## src/rtl/mips8_ctrl_alu.sv

```systemverilog
// Decode/execute core of an 8-bit single-cycle MIPS-like CPU: control decode, ALU-control decode, ALU, flag register.
// Latency: strobes, alu_ctrl, alu_result, zero, cout, branch_taken are combinational; zero_q/cout_q lag by one clk.
// Backpressure: none; the block accepts a new instruction every cycle and the flag registers update every edge.
//
// Ports:
//   clk, reset            rising-edge clock; synchronous active-low reset (0 = reset)
//   opcode, funct         instr[14:12] and instr[2:0]; funct only matters for R-type
//   a, b                  ALU operands (b already muxed between register and immediate)
//   reg_dst .. jump       datapath strobes, all forced to 0 while reset is low
//   alu_ctrl              decoded ALU function
//   alu_result/zero/cout  combinational ALU outputs
//   branch_taken          branch & zero
//   zero_q, cout_q        flags registered from zero/cout
module mips8_ctrl_alu #(
    parameter int WIDTH = 8
) (
    input  logic             clk,
    input  logic             reset,
    input  logic [2:0]       opcode,
    input  logic [2:0]       funct,
    input  logic [WIDTH-1:0] a,
    input  logic [WIDTH-1:0] b,
    output logic             reg_dst,
    output logic             alu_src,
    output logic             mem_to_reg,
    output logic             reg_write,
    output logic             mem_read,
    output logic             mem_write,
    output logic             branch,
    output logic             jump,
    output logic [2:0]       alu_ctrl,
    output logic [WIDTH-1:0] alu_result,
    output logic             zero,
    output logic             cout,
    output logic             branch_taken,
    output logic             zero_q,
    output logic             cout_q
);

    // Opcodes
    localparam logic [2:0] OP_RTYPE = 3'b000;
    localparam logic [2:0] OP_LW    = 3'b001;
    localparam logic [2:0] OP_SW    = 3'b010;
    localparam logic [2:0] OP_BEQ   = 3'b011;
    localparam logic [2:0] OP_ADDI  = 3'b100;
    localparam logic [2:0] OP_SLTI  = 3'b101;
    localparam logic [2:0] OP_J     = 3'b110;

    // ALU functions
    localparam logic [2:0] ALU_ADD = 3'b000;
    localparam logic [2:0] ALU_SUB = 3'b001;
    localparam logic [2:0] ALU_AND = 3'b010;
    localparam logic [2:0] ALU_OR  = 3'b011;
    localparam logic [2:0] ALU_XOR = 3'b100;
    localparam logic [2:0] ALU_SLT = 3'b101;
    localparam logic [2:0] ALU_SLL = 3'b110;
    localparam logic [2:0] ALU_SRL = 3'b111;

    typedef struct packed {
        logic reg_dst;
        logic alu_src;
        logic mem_to_reg;
        logic reg_write;
        logic mem_read;
        logic mem_write;
        logic branch;
        logic jump;
    } ctrl_t;

    ctrl_t ctrl_dec;
    ctrl_t ctrl_gated;

    // ------------------------------------------------------------------
    // Main control + ALU-control decode
    // ------------------------------------------------------------------
    always_comb begin
        ctrl_dec = '0;
        alu_ctrl = ALU_ADD;
        unique case (opcode)
            OP_RTYPE: begin
                ctrl_dec.reg_dst   = 1'b1;
                ctrl_dec.reg_write = 1'b1;
                alu_ctrl           = funct;
            end
            OP_LW: begin
                ctrl_dec.alu_src    = 1'b1;
                ctrl_dec.mem_to_reg = 1'b1;
                ctrl_dec.mem_read   = 1'b1;
                ctrl_dec.reg_write  = 1'b1;
            end
            OP_SW: begin
                ctrl_dec.alu_src   = 1'b1;
                ctrl_dec.mem_write = 1'b1;
            end
            OP_BEQ: begin
                ctrl_dec.branch = 1'b1;
                alu_ctrl        = ALU_SUB;
            end
            OP_ADDI: begin
                ctrl_dec.alu_src   = 1'b1;
                ctrl_dec.reg_write = 1'b1;
            end
            OP_SLTI: begin
                ctrl_dec.alu_src   = 1'b1;
                ctrl_dec.reg_write = 1'b1;
                alu_ctrl           = ALU_SLT;
            end
            OP_J: begin
                ctrl_dec.jump = 1'b1;
            end
            default: begin
                // reserved opcode: NOP, ADD on the ALU
            end
        endcase
    end

    // Only the strobes are gated by reset; alu_ctrl and the ALU keep decoding
    // so the datapath is already settled the cycle reset is released.
    assign ctrl_gated = reset ? ctrl_dec : '0;

    assign reg_dst    = ctrl_gated.reg_dst;
    assign alu_src    = ctrl_gated.alu_src;
    assign mem_to_reg = ctrl_gated.mem_to_reg;
    assign reg_write  = ctrl_gated.reg_write;
    assign mem_read   = ctrl_gated.mem_read;
    assign mem_write  = ctrl_gated.mem_write;
    assign branch     = ctrl_gated.branch;
    assign jump       = ctrl_gated.jump;

    // ------------------------------------------------------------------
    // ALU
    // ------------------------------------------------------------------
    logic [WIDTH:0] sum_ext;
    logic [WIDTH:0] diff_ext;
    logic           slt;

    // One extra bit captures the carry; for subtraction that bit is the
    // borrow, so no-borrow (a >= b unsigned) is its inverse.
    assign sum_ext  = {1'b0, a} + {1'b0, b};
    assign diff_ext = {1'b0, a} - {1'b0, b};
    assign slt      = $signed(a) < $signed(b);

    always_comb begin
        alu_result = '0;
        cout       = 1'b0;
        unique case (alu_ctrl)
            ALU_ADD: begin
                alu_result = sum_ext[WIDTH-1:0];
                cout       = sum_ext[WIDTH];
            end
            ALU_SUB: begin
                alu_result = diff_ext[WIDTH-1:0];
                cout       = ~diff_ext[WIDTH];
            end
            ALU_AND: alu_result = a & b;
            ALU_OR:  alu_result = a | b;
            ALU_XOR: alu_result = a ^ b;
            ALU_SLT: alu_result = {{(WIDTH-1){1'b0}}, slt};
            ALU_SLL: alu_result = a << b[2:0];
            ALU_SRL: alu_result = a >> b[2:0];
            default: alu_result = '0;
        endcase
    end

    assign zero         = (alu_result == '0);
    assign branch_taken = branch & zero;

    // ------------------------------------------------------------------
    // Flag register
    // ------------------------------------------------------------------
    logic zero_d;
    logic cout_d;

    assign zero_d = reset ? zero : 1'b0;
    assign cout_d = reset ? cout : 1'b0;

    always_ff @(posedge clk) begin
        zero_q <= zero_d;
        cout_q <= cout_d;
    end

endmodule

```

## config.mk

```make
export PLATFORM = sky130hd
export DESIGN_NAME = mips8_ctrl_alu
export DESIGN_NICKNAME = d
export VERILOG_FILES = /design/src/rtl/mips8_ctrl_alu.sv
export SDC_FILE = /design/constraint.sdc
export NUM_CORES = 1
export LEC_CHECK = 0
export ABC_AREA = 1
export CAP_MARGIN = 15
export CORE_MARGIN = 2
export CORE_UTILIZATION = 25
export CTS_BUF_LIST = sky130_fd_sc_hd__clkbuf_8
export DETAILED_ROUTE_END_ITERATION = 7
export DONT_BUFFER_PORTS = 1
export GPL_TIMING_DRIVEN = 0
export SYNTH_ARGS = -nofsm -noshare
export SYNTH_HDL_FRONTEND = slang
export SYNTH_SLANG_ARGS = --single-unit
```

## constraint.sdc

```tcl
create_clock -name clk -period 4.8 [get_ports clk]
set_clock_uncertainty 0.05 [all_clocks]
set_input_delay 0.24 -clock clk [delete_from_list [all_inputs] [get_ports clk]]
set_output_delay 0.24 -clock clk [all_outputs]
set_load 0.05 [all_outputs]
```

==> After elaboration in Yosys (flattened, before gate mapping) <==
Index checks and enable logic that the tools add are counted.
Widths: inputs -> output; s select.
{ "totals": {"register_bits": 2, "word_cells": 41, "input_bits": 24, "out_inout_bits": 24} }
{ "classes": {"addsub": 2, "eq_ne": 13, "mux": 11, "n_shift": 2, "reduce_logical": 5, "n_lt_le_gt_ge": 1, "bitwise_logic": 5} }
{ "ops": {"columns": ["cell", "n"], "rows": [
  ["$pmux 8 s8", 1],
  ["$eq 3x3->1 const B", 7],
  ["$eq 3x2->1 const B", 4],
  ["$add 8x8->9", 1],
  ["$pmux 3 s3", 1],
  ["$sub 8x8->9", 1],
  ["$and 8x8->8", 1],
  ["$logic_not 8->1", 1],
  ["$lt 8x8->1", 1],
  ["$mux 8", 1],
  ["$or 8x8->8", 1],
  ["$reduce_or 4->1", 2],
  ["$shl 8x3->8", 1],
  ["$shr 8x3->8", 1],
  ["$xor 8x8->8", 1],
  ["$mux 1", 7],
  ["$eq 3x1->1 const B", 2],
  ["$logic_not 3->1", 2],
  ["$pmux 1 s2", 1],
  ["$and 1x1->1", 1],
  ["$not 1->1", 1]
]} }

==> Depth between registers and ports, before layout <==
Gate-level depths: netlist (run 1).
{ "depth": {"ltp_word": 6, "depth_mapped": 18, "depth_no_buf": 17} }

==> Worst setup path before layout (run 1) <==
Ideal clock, no wire load.
{ "synth_timing": {"kind": "in2out", "from": "input port b[2]", "to": "output port branch_taken", "path_stages": 17, "t_arrival_ns": 2.623, "t_required_ns": 4.510, "setup_slack_ns": 1.887, "path_buffers": 2, "cell_sequence": "inv_1 clkbuf_1 ha_1 buf_2 inv_1 nand2_1 nand2_1 nand3_1 nand3_1 nand2_1 a21oi_1 nand2_1 nor2_1 nand2_1 nor2_1 nand2_1 nor2_1"} }
{ "synth_between": {"elab_chain_len": 4, "elab_cells_between_ends": 11, "classes_between": "add/sub: 2; order compare: 1; shift: 2; mux: 1; bitwise: 4; reduce/logical: 1"} }
{ "synth_lines": {"columns": ["element", "line_no", "rtl"], "rows": [
  ["from (decl)", "22", "input logic [WIDTH-1:0] b,"],
  ["$sub 8x8->9, or another cell as far along", "140", "assign diff_ext = {1'b0, a} - {1'b0, b};"],
  ["$pmux 8 s8 *", "146", "unique case (alu_ctrl)"],
  ["$logic_not 8->1 *", "165", "assign zero = (alu_result == '0);"],
  ["$and 1x1->1 *", "166", "assign branch_taken = branch & zero;"],
  ["to (decl)", "35", "output logic branch_taken,"]
]} }
Mark *: on every way between the ends. The rest lies on a longest branch, timed or not.

==> Worst setup path in the final report (run 1) <==
Ends and elaborated chain as after synthesis.

==> flow_summary.yaml, run 1 <==
sta:
  rsz0062_at_grt: "false"
  fin_ws_ps: 1400
  worst_slew_pin_slew_ps: 1170
  drv_slew: 0
  finalCritPeriodShare_pct: 70.9
  finalHoldViolCount: 0
  finalSetupViolCount: 0
  hold_ws_ps: 251
  setup_tns_ps: 0
  timing.final.crit_period_ps: 3400
  slew_headroom_pct: 21.0
  fmax_ghz: 0.294
detailed_routing:
  vias_per_cell: 4.97
  drc: 0
  drtIter0Drc: 217
  ant_nets: 0
  wl_um: 7060
  wl_per_cell_um: 13.4
  dr.pass1.iters: 5
  vias: 2614
synthesis:
  synth-edff-count: 0
  async_flop_share_pct: 0
  syn_area_per_cell_um2: 5.03
  synth_top_area_share_pct: 24.2
  yosys_warnings: 0
  synth_cells: 416
  synth_area_leaders: "nand2_1 24%, nand3_1 15%, ha_1 15%"
  synthFlopType: "dfxtp_1"
  ys_ff_latch: 2
  yosysTopAreaCell: "nand2_1"
  synth_area_um2: 2090
  ys_types: 32
  ys_seq_area_share_pct: 1.92
  synth_nets: 467
floorplanning:
  core_um2: 8180
  die_h_um: 95.5
  start_util_pct: 25.6
  io_pins: 48
  rows: 33
  dieArea_um2: 9110
  die_x_um: 95.5
setup_path:
  crit_arrival_ps: 3110
  crit_fanout: 11
  setup.worst_path.end_class: "output port"
  critPathRequiredTime_ps: 4510
  worst_setup_path_start_kind: "input port"
  path_class: "input port to output port"
pwr:
  switchingPower_uw: 233
  ir_drop_uv: 51.6
  switching_share_pct: 62.1
  pwr-share-comb_pct: 76.6
  power_density_nw_per_um2: 163
  clock_power_share_pct: 17.7
  power_frac_seq_pct: 5.6
  p_int_uw: 142
  p_leak_nw: 1.32
layout:
  fin_area_um2: 2290
  diodes: 0
  syn_to_final_growth_pct: 9.75
  drive_gt1_share_pct: 6.18
  final_net_count: 474
  layout_commonest_cell: "nand2_1"
  layout_common_cells: "135 x nand2_1, 63 x nand3_1, 59 x inv_1"
  final_cells: 526
place:
  port_buffers: 0
  hpwl_um: 5830
  dp.cells: 523
  place_ws_ps: 1440
  place_area_um2: 2250
  finalWeightedCongestion: 0.917
grt:
  grt_max_degree: 13
  grt-ovfl-total: 0
  grt_pass1_wl_um: 11000
  antenna_found_initial: 0
  grtUsageTotal_pct: 15.1
  grt_pass1_vias: 2271
clock_tree:
  clock_path_buffers: 2
  path_clk_slew_ps: 30
  post-cts-setup-buffers: 0
  cts_inserted_buffers: 3
  htree_num_levels: 1
  cts_root_buf: "clkbuf_8"
  cts-resized-gates: 0
  cts_tree: "done"
  cts.sinks: 2
  cts_hold_buffers: 0
worst_hold_path:
  holdPathStages: 2
  whs_endpoint: "cout_q"
  min_from: "reset"
  hp-class: "input port to flip-flop"
status:
  status: "finished clean"
run:
  drv_cap: 0
[state kept, by name, indices dropped and copies added (netlist names)]
register and cells:
cout_q 1, zero_q 1
[critical path, cell delays in order]
cell,delay (ps)
inv_1,40
clkbuf_1,420
ha_1,330
buf_2,160
inv_1,160
nand2_1,70
nand2_1,130
nand3_1,120
nand3_1,90
nand2_1,60
a21oi_1,120
nand2_1,60
nor2_1,130
nand2_1,90
nor2_1,100
nand2_1,90
nor2_1,690
[cell families (layout without fill, tap and decap cells)]
| group | count (synthesis) | count (layout) | synth area share [%] |
|---|---|---|---|
| AO/OA/AOI/OAI | 27 | 27 | 7.12 |
| XOR/XNOR | 4 | 4 | 1.68 |
| adder cells (fa/ha/maj) | 27 | 27 | 16.9 |
| buffers and inverters | 79 | 84 | 14.9 |
| flip-flops | 2 | 2 | 1.92 |
| multiplexers | 1 | 1 | 0.479 |
| AND/OR/NAND/NOR | 276 | 276 | 57.0 |
[area by class of cell]
class                           count  area [um^2]
Clock buffer                        3         41.3
Fill cell                         983         5880
Buffer                             16         75.1
Inverter                           63          236
Tap cell                          105          131
Timing Repair Buffer                2         15.0
Sequential cell                     2         40.0
Multi-Input combinational cell    335         1760
[cell usage after synthesis (2+ instances only)]
cell / n
xor2_1: 4
inv_1: 59
nor2_1: 47
fa_1: 2
or2_2: 2
nand3b_1: 4
nand3_1: 63
nand2_1: 135
nand4_1: 6
buf_2: 6
inv_2: 3
nor2_2: 2
dfxtp_1: 2
ha_1: 25
clkbuf_1: 7
o31ai_1: 2
nor3_1: 11
buf_4: 2
a21oi_1: 18
o21ai_0: 4
[power by group through the flow]
stage / clock [mW] / sequential (mW) / combinational, mW
detailed placement: 0 / 0.0214 / 0.283
finish: 0.0663 / 0.0211 / 0.287
CTS: 0.0685 / 0.0211 / 0.284
global placement: 0 / 0.0213 / 0.280
floorplan: 0 / 0.0213 / 0.233
global route: 0.0690 / 0.0213 / 0.316
[stage by stage]
| stage | util (%) | total power, mW |
|---|---|---|
| floorplan | - | 0.254 |
| global placement | 27.2 | 0.302 |
| detailed placement | 27.6 | 0.304 |
| finish | 28.1 | 0.375 |
| global route | 28.1 | 0.406 |
| CTS | 28.1 | 0.374 |
[worst max-delay path by stage]
stage | slack [ps] | to | startpoint
6_report | 1400 | branch_taken | b[2]
5_1_grt | 1110 | branch_taken | b[2]
4_1_cts | 1430 | branch_taken | b[2]
3_5_place_dp | 1440 | branch_taken | b[2]
3_3_place_gp | 1460 | branch_taken | b[2]
2_1_floorplan | 1890 | branch_taken | b[2]
[routing by layer]
metal  global-route usage, %  up-vias  share of wire, %
li1                        -     1325                 -
met1                    20.1     1187                45
met2                    25.2       96                46
met3                    2.69        6               7.9
met4                    3.69        0               1.4
met5                       0        -                 0
No activity file was read; power rests on OpenSTA's default activity.
==> inputs of run 2 (changes only) <==
ABC_AREA = 0   (was 1)
clock period = 2.9 ns   (was 4.8 ns; I/O delays follow)
==> flow_summary.yaml, run 2 <==
synthesis:
  synth_compound_gate_area_share_pct: 31.4
  yosysMostFrequentCell: "inv_1"
  ys_types: 75
  synth_area_um2: 2100
  synth-edff-count: 0
  synthFlopType: "dfxtp_1"
  ys_seq_area_share_pct: 1.91
  yosysTopAreaCell: "ha_1"
  async_flop_share_pct: 0
  yosys.area_share.simple_pct: 24.8
  synth_top_family_by_area: "compound AO/OA/AOI/OAI gates"
  synthAdderAreaFrac_pct: 16.8
  ys_ff_latch: 2
  synth-xor-area-share_pct: 3.34
  synth_nets: 331
  synth_top_area_share_pct: 14.9
  synth_cells: 280
  synthTopCellsByCount: "28 x inv_1, 25 x ha_1, 21 x a21oi_1"
  synth_mux_area_share_pct: 10.6
  synth_area_leaders: "ha_1 15%, mux2i_1 5.7%, a21oi_1 5.0%"
  yosys_warnings: 0
  syn_area_per_cell_um2: 7.49
pwr:
  power_density_nw_per_um2: 265
  clock_power_share_pct: 15.3
  p_leak_nw: 1.06
  pwr-share-comb_pct: 79.9
  power_frac_seq_pct: 4.8
  switchingPower_uw: 392
  ir_drop_uv: 81.5
  switching_share_pct: 55.2
  p_int_uw: 317
worst_hold_path:
  hp-class: "input port to flip-flop"
detailed_routing:
  m1WireLength_um: 3040
  wl_per_cell_um: 18.6
  drc: 0
  met2WireLength_um: 3580
  dr.pass1.iters: 5
  wl_um: 7430
  ant_nets: 0
  met3_length_um: 557
  drtIter0Drc: 245
  vias_per_cell: 5.82
  highest_layer: "met4"
  vias: 2323
setup_path:
  path_class: "input port to output port"
  cp.depth: 11
  crit_arrival_ps: 2680
  cp_common_cell: "buf_4"
  crit_fanout: 7
  critPathRequiredTime_ps: 2710
  cp_slowest_stage_delay_ps: 630
  crit_chain: "buf_4 -> clkinvlp_4 -> ha_1 -> o21bai_2 -> a21oi_2 -> xnor2_1 -> o21ai_1 -> a22oi_2 -> nand4bb_4 -> nor4bb_2 -> buf_4"
  worst_setup_path_start_kind: "input port"
  startpoint: "b[2]"
  slowest_stage: "a22oi_2"
  crit_buf_inv: 3
  crit_family: "compound AO/OA/AOI/OAI gates"
  setup.worst_path.end_class: "output port"
  crit_path_end: "branch_taken"
sta:
  drv_slew: 0
  finalCritPeriodShare_pct: 99.2
  timing.final.crit_period_ps: 2880
  finalSetupViolCount: 0
  rsz0062_at_grt: "true"
  slew_headroom_pct: 19.5
  finalHoldViolCount: 0
  fmax_ghz: 0.348
  worst_slew_pin_slew_ps: 1210
  setup_tns_ps: 0
floorplanning:
  core_um2: 8180
  rows: 33
  die_x_um: 95.6
  die_h_um: 95.6
  dieArea_um2: 9140
  start_util_pct: 25.7
  io_pins: 48
grt:
  grt_max_degree: 20
  antenna_found_initial: 0
  grt_pass1_wl_um: 11500
  grt_pass1_vias: 2219
  grt-ovfl-total: 0
  grtUsageTotal_pct: 15.8
place:
  finalWeightedCongestion: 0.893
  hpwl_um: 5610
  port_buffers: 0
  dp.cells: 386
clock_tree:
  cts_inserted_buffers: 3
  path_clk_slew_ps: 30
  cts_tree: "done"
  cts_root_buf: "clkbuf_8"
  htree_num_levels: 1
  clock_path_buffers: 2
  cts.sinks: 2
run:
  drv_cap: 0
layout:
  diodes: 0
  final_cells: 399
  drive_gt1_share_pct: 29.9
  final_net_count: 347
  syn_to_final_growth_pct: 27.4
  layout_common_cells: "25 x inv_1, 21 x ha_1, 18 x a21oi_1"
  largestRegisters: "cout_q: 1 flops, zero_q: 1 flops"
  layout_commonest_cell: "inv_1"
status:
  status: "finished clean"
-- run 2: cell count changes after synthesis, moves of 5 or more --
cell,delta
inv_1,-31
mux2i_1,+11
nand2_1,-119
nand2b_1,+5
nand3_1,-59
nand4_1,-6
nor2_1,-30
o21ai_0,+6
xnor2_1,+7
-- run 2: metrics by stage --
| stage | utilization, % | hold WS [ps] | total power, mW | worst slack (ps) | cell area, um^2 |
|---|---|---|---|---|---|
| CTS | 31.1 | 36.0 | 0.675 | 12.3 | 2540 |
| global placement | 28.6 | 255 | 0.516 | -807 | 2340 |
| finish | 32.7 | 39.1 | 0.709 | 22.6 | 2670 |
| floorplan | - | 249 | 0.448 | -383 | 2210 |
| global route | 32.7 | 36.3 | 0.753 | -104 | 2670 |
| detailed placement | 29.0 | 254 | 0.521 | -569 | 2370 |
-- run 2: area by class of cell --
type | count | area [um^2]
timing repair buffer | 13 | 101
inverter | 29 | 124
multi-input combinational | 229 | 2100
fill | 892 | 5500
sequential | 2 | 40.0
tap | 105 | 131
clock buffer | 3 | 41.3
buffer | 18 | 131
-- run 2: power by group through the flow --
stage	combinational [mW]	sequential (mW)	clock (mW)
after floorplan	0.413	0.0343	0
after global placement	0.482	0.0344	0
after detailed placement	0.487	0.0344	0
after CTS	0.530	0.0341	0.111
after global routing	0.607	0.0342	0.113
final	0.566	0.0341	0.109
-- run 2: logic make-up after synthesis --
logic type,count (synthesis)
xor+xnor,8
buf+inv,49
flops,2
fa+ha+maj,27
compound gates,91
mux,17
simple gates,86
-- run 2: repair_timing --
action                                  4_1_cts  5_1_grt
endpoints found under the setup margin        3        2
gates cloned                                  0        0
pin swaps                                    12       18
setup buffers                                 3        9
gates resized for setup                      19       23
hold buffers                                  0        0
-- run 2: worst min-delay path by stage --
stage,end,cells after the start,slack (ps),from
floorplan,cout_q,1,250,reset
global placement,cout_q,1,260,reset
detailed placement,cout_q,1,250,reset
CTS,cout_q,1,40,reset
global route,cout_q,1,40,reset
finish,cout_q,1,40,reset
-- run 2: routing by layer --
| metal | track usage, % | vias up |
|---|---|---|
| met1 | 20.4 | 1111 |
| li1 | - | 1076 |
| met4 | 4.17 | 0 |
| met5 | 0 | - |
| met3 | 2.61 | 25 |
| met2 | 27.2 | 111 |
